File: src/rtl/crc_frame_receiver.sv
// crc_frame_receiver: serial frame receiver that checks a trailing CRC field against a locally computed CRC
//   clk, rst (async, active-high); serial/enable bit input; abort discards the current frame
//   data_out/crc_rx/crc_calc/crc_ok hold results of the last complete frame; valid pulses on completion; busy while mid-frame
module crc_frame_receiver #(
  parameter int DATA_W = 128,
  parameter int CRC_W = 32,
  parameter logic [CRC_W-1:0] POLY = 32'h04C11DB7,
  parameter logic [CRC_W-1:0] INIT_VAL = 32'hFFFFFFFF,
  parameter logic [CRC_W-1:0] FINAL_XOR = 32'h00000000
) (
  input  logic              clk,
  input  logic              rst,
  input  logic              serial,
  input  logic              enable,
  input  logic              abort,
  output logic [DATA_W-1:0] data_out,
  output logic [CRC_W-1:0]  crc_rx,
  output logic [CRC_W-1:0]  crc_calc,
  output logic              crc_ok,
  output logic              valid,
  output logic              busy
);
  localparam int CW = $clog2(DATA_W + CRC_W);
  localparam logic [CW-1:0] LAST_D = CW'(DATA_W - 1);
  localparam logic [CW-1:0] LAST_F = CW'(DATA_W + CRC_W - 1);
  typedef enum logic [1:0] {IDLE, DATA, CRC} state_t;
  state_t state, state_n;
  logic [CW-1:0] cnt;
  logic [CRC_W-1:0] crc, crc_n, rx_sh, rx_fin, crc_fin;
  logic [DATA_W-1:0] data_sh;
  logic acc_data, done, fb;
  assign fb = crc[CRC_W-1] ^ serial;
  assign crc_n = {crc[CRC_W-2:0], 1'b0} ^ (fb ? POLY : '0);
  assign rx_fin = {rx_sh[CRC_W-2:0], serial};
  assign crc_fin = crc ^ FINAL_XOR;
  assign busy = state != IDLE;
  always_ff @(posedge clk or posedge rst)
    if (rst) state <= IDLE;
    else state <= state_n;
  // IDLE and DATA both accept payload bits, so the first bit of a frame is handled like any other.
  always_comb begin
    state_n = state;
    acc_data = 1'b0;
    done = 1'b0;
    if (abort) state_n = IDLE;
    else if (enable) begin
      if (state == CRC) begin
        done = cnt == LAST_F;
        state_n = done ? IDLE : CRC;
      end else begin
        acc_data = 1'b1;
        state_n = cnt == LAST_D ? CRC : DATA;
      end
    end
  end
  always_ff @(posedge clk or posedge rst)
    if (rst) begin
      cnt <= '0;
      crc <= INIT_VAL;
      data_sh <= '0;
      rx_sh <= '0;
      data_out <= '0;
      crc_rx <= '0;
      crc_calc <= '0;
      crc_ok <= 1'b0;
      valid <= 1'b0;
    end else begin
      valid <= done;
      if (abort) begin
        cnt <= '0;
        crc <= INIT_VAL;
      end else if (enable) begin
        cnt <= done ? '0 : cnt + 1'b1;
        if (acc_data) begin
          data_sh <= {data_sh[DATA_W-2:0], serial};
          crc <= crc_n;
        end else rx_sh <= rx_fin;
        if (done) begin
          data_out <= data_sh;
          crc_rx <= rx_fin;
          crc_calc <= crc_fin;
          crc_ok <= crc_fin == rx_fin;
          crc <= INIT_VAL;
        end
      end
    end
endmodule

File: config.mk
export PLATFORM = sky130hd
export DESIGN_NAME = crc_frame_receiver
export DESIGN_NICKNAME = d
export VERILOG_FILES = /design/src/rtl/crc_frame_receiver.sv
export SDC_FILE = /design/constraint.sdc
export NUM_CORES = 1
export LEC_CHECK = 0
export ABC_AREA = 0
export BUFFER_PORTS_ARGS = -buffer_cell sky130_fd_sc_hd__buf_4
export CAP_MARGIN = 25
export CORE_MARGIN = 3
export CORE_UTILIZATION = 55
export DETAILED_ROUTE_END_ITERATION = 10
export PLACE_DENSITY = 0.76
export SLEW_MARGIN = 20
export SYNTH_ARGS = -nofsm -noshare
export SYNTH_HDL_FRONTEND = slang
export SYNTH_SLANG_ARGS = --single-unit
File: constraint.sdc
create_clock -name clk -period 15.2 [get_ports clk]
set_clock_uncertainty 0.1 [all_clocks]
set_input_delay 2.28 -clock clk [delete_from_list [all_inputs] [get_ports clk]]
set_output_delay 2.28 -clock clk [all_outputs]
set_load 0.02 [all_outputs]
==> summary.md <==
| Metric | Value |
|---|---|
| Synth area leader | dfrtp_1 |
| Slew HR | 0.358 |
| Fin. Hold Viols | 0 |
| Post-placement cell area | between 0.015 and 0.02 sq mm |
| Buffers on Ports | between 150 and 200 |
| Worst Path Arrival | 4910 ps |
| Synth warn | 0 |
| Final ANT Viol Nets | 0 |
| CP required | ~16,000 ps |
| Largest net degree at the start of global routing | roughly 140 |
| GPL Wtd Cong | between 0.7 and 0.8 |
| Clk pin slew, worst setup/hold paths | around 60 ps |
| Boundary Pins | 200 |
| Tot Pwr | 2.15 mW |
| Area growth from synthesis to layout | 20.3% |
| Hpwl dp | roughly 19,000 microns |
| Ys async rst share | 1.00 |
| Clock sinks | between 300 and 400 |
| Synth area leaders | dfrtp_1 (59%), nand2_1 (14%), mux2_2 (12%) |
| Fillcell total | roughly 2,100 |
| Number of antenna violations at the first check in global routing | 0 |
| Final WS setup | between 10,000 and 15,000 ps |
| Die Y | approximately 170 microns |
| RR Endpoint | data_sh[111] |
| Drt first-iter violations | 631 |
| WHS | between 300 and 400 ps |
| Cell row count | 60 |
| Max Clk Rate | about 220 MHz |
| Router iterations before antenna repair | 4 |
| Worst setup SP type | primary input |
| GRT Util Overall | 0.202 |
| Die area | between 0.02 and 0.03 sq mm |
| PD cells | 117 mW/mm^2 |
| Register area share after synthesis | 0.647 |
| Initial Utilization | 0.565 |
| Die extent in x | 173 microns |
| R2r startpoint | state[0] |
| FF+latch count, synth | 395 |
| Post-Syn Area per Cell | 11.4 sq um |
| Count of unique library cells instantiated by Yosys | 31 |
| CTS buffer count | 40 |
| Mapped Cells | around 1,300 |
| Final Util | 0.679 |
| CTS root buf | clkbuf_16 |
| CTS tree | done |
| DR vias | ~10,000 |
| Post-Route WL | 30,600 microns |
| CTS Hold Buffers Added | 0 |
| Top cell type's share of synthesized area | 0.592 |
| Global-route wire length before repair | a little over 50,000 microns |
| Setup CP Type | primary input to register |
| Max Root-Sink Buffers | 3 |
| GRT overflow | 0 |
| Fin cells | 1,937 |
| Least-Margin Pin Slew | 964 ps |
| Max rail drop VDD | 0.0937 mV |
| Status | finished clean |
| Inst Count DP | about 1,900 |
| Worst reg2reg setup slack | about 12,000 ps |
| Max-cap violations | 0 |
| Hold wc startpoint | data_out[116] |
| Setup TNS | 0 ps |
| Syn nets | between 1,000 and 1,500 |
| Clk_lat worst skew | about 530 ps |
| Core region area | around 0.027 sq mm |
| Type of the most critical hold path | register to register |
| RSZ-0062 raised after global routing | false |
| Antenna diodes | 0 |
| Period Utilization, post-route | 0.303 |
| Synth cell count leaders | nand2_1 (587), dfrtp_1 (363), mux2_2 (159) |
| Drt drc | 0 |
| Nets | about 1,500 |
| Number of cells on the worst hold path | 2 |
| Number of global-route vias before repair | 9,811 |
| H-tree depth | 2 |
| Setup WS pre-CTS | 10,040 ps |
| Tmin final | 4610 ps |
| Final instance area | between 0.015 and 0.02 sq mm |
| Routed vias/inst | 5.15 |
| Slew Limit Fails | 0 |
| Post-Syn Area | ~0.015 sq mm |
| Final setup viols | 0 |
| Crit end category | register |
| Share of cells above drive strength 1 | 0.300 |
| CP max FO | between 70 and 80 |
| Wirelength per Cell | roughly 16 microns |
| PostCTS Resize Cnt | 0 |
| Post-synth EDFFs | 0 |
| Most frequent cell after synthesis | nand2_1 |
| Top_reg_cell synth | dfrtp_1 |
| Worst R2R Path Depth | 5 |
| Static leakage | around 10 nW |
| Worst Hold End | data_out[116] |
| Post-CTS Setup Inserts | 0 |
## worst max path at each step
stage,from,depth (start not counted),slack (ps),to
floorplan,rst,1,1890,cnt[0]
global placement,enable,6,10110,data_sh[110]
detailed placement,abort,7,10040,crc_calc[13]
CTS,abort,7,10550,data_out[65]
global route,abort,6,10440,data_sh[46]
finish,abort,6,10590,data_sh[111]
## report_power, final
part	total [mW]	switching, mW	internal, mW
clock network	0.970	0.386	0.584
registers	1.10	0.0225	1.08
logic	0.0809	0.0459	0.0350
total	2.15	0.455	1.70
## layout by cell type (no fill, tap or decap), types with 2 or more instances in the layout
cell | Yosys | layout
and3_1 | 2 | 2
o22a_1 | 32 | 32
nor2_1 | 4 | 4
mux2_2 | 159 | 159
o21ai_0 | 11 | 11
bufinv_16 | 0 | 2
inv_6 | 0 | 2
xor2_1 | 17 | 17
dfstp_2 | 32 | 32
nor2b_1 | 2 | 2
nand2b_1 | 4 | 4
nand4_1 | 10 | 10
clkbuf_1 | 13 | 17
buf_4 | 20 | 209
buf_16 | 0 | 3
clkbuf_16 | 0 | 41
xnor2_1 | 32 | 32
nand3_1 | 5 | 4
nor3b_1 | 3 | 3
nor4_1 | 2 | 2
clkbuf_8 | 0 | 10
dfrtp_1 | 363 | 363
nand2_1 | 587 | 586
## worst max-delay path, cell delays in order
cell	delay [ps]
buf_4	110
and2b_1	240
nand2_4	210
buf_4	730
buf_4	860
mux2_2	420
## area by class of cell
type	instances	area [sq um]	share of cell area
multi-input cells	881	5070	0.275
clock inverters	6	91.3	0.00495
well taps	372	465	0.0252
clock buffers	68	1230	0.0665
inverters	2	15.0	0.000814
flip-flops and latches	395	9920	0.538
repair buffers	213	1660	0.0901
## cell families after synthesis
| family | after synthesis | share of synthesized area |
|---|---|---|
| fa+ha+maj | 1 | 0.000815 |
| flops | 395 | 0.647 |
| compound gates | 48 | 0.0248 |
| xor+xnor | 49 | 0.0280 |
| buf+inv | 68 | 0.0242 |
| simple gates | 624 | 0.159 |
| mux | 159 | 0.117 |
## sequential cells by signal, summed over array words and instances (netlist names)
register,flops
state,2
cnt,8
valid,1
data_sh,128
crc_rx,32
data_out,128
crc,32
crc_calc,32
crc_ok,1
rx_sh,31
## layer usage
| layer | wire length, microns | track usage | up-vias |
|---|---|---|---|
| met2 | 14400 | 0.322 | 216 |
| met5 | 0 | 0 | - |
| met3 | 1560 | 0.0380 | 46 |
| li1 | - | - | 4738 |
| met4 | 510 | 0.0446 | 0 |
| met1 | 14200 | 0.295 | 4983 |
Power figures use the tool's default switching activity.
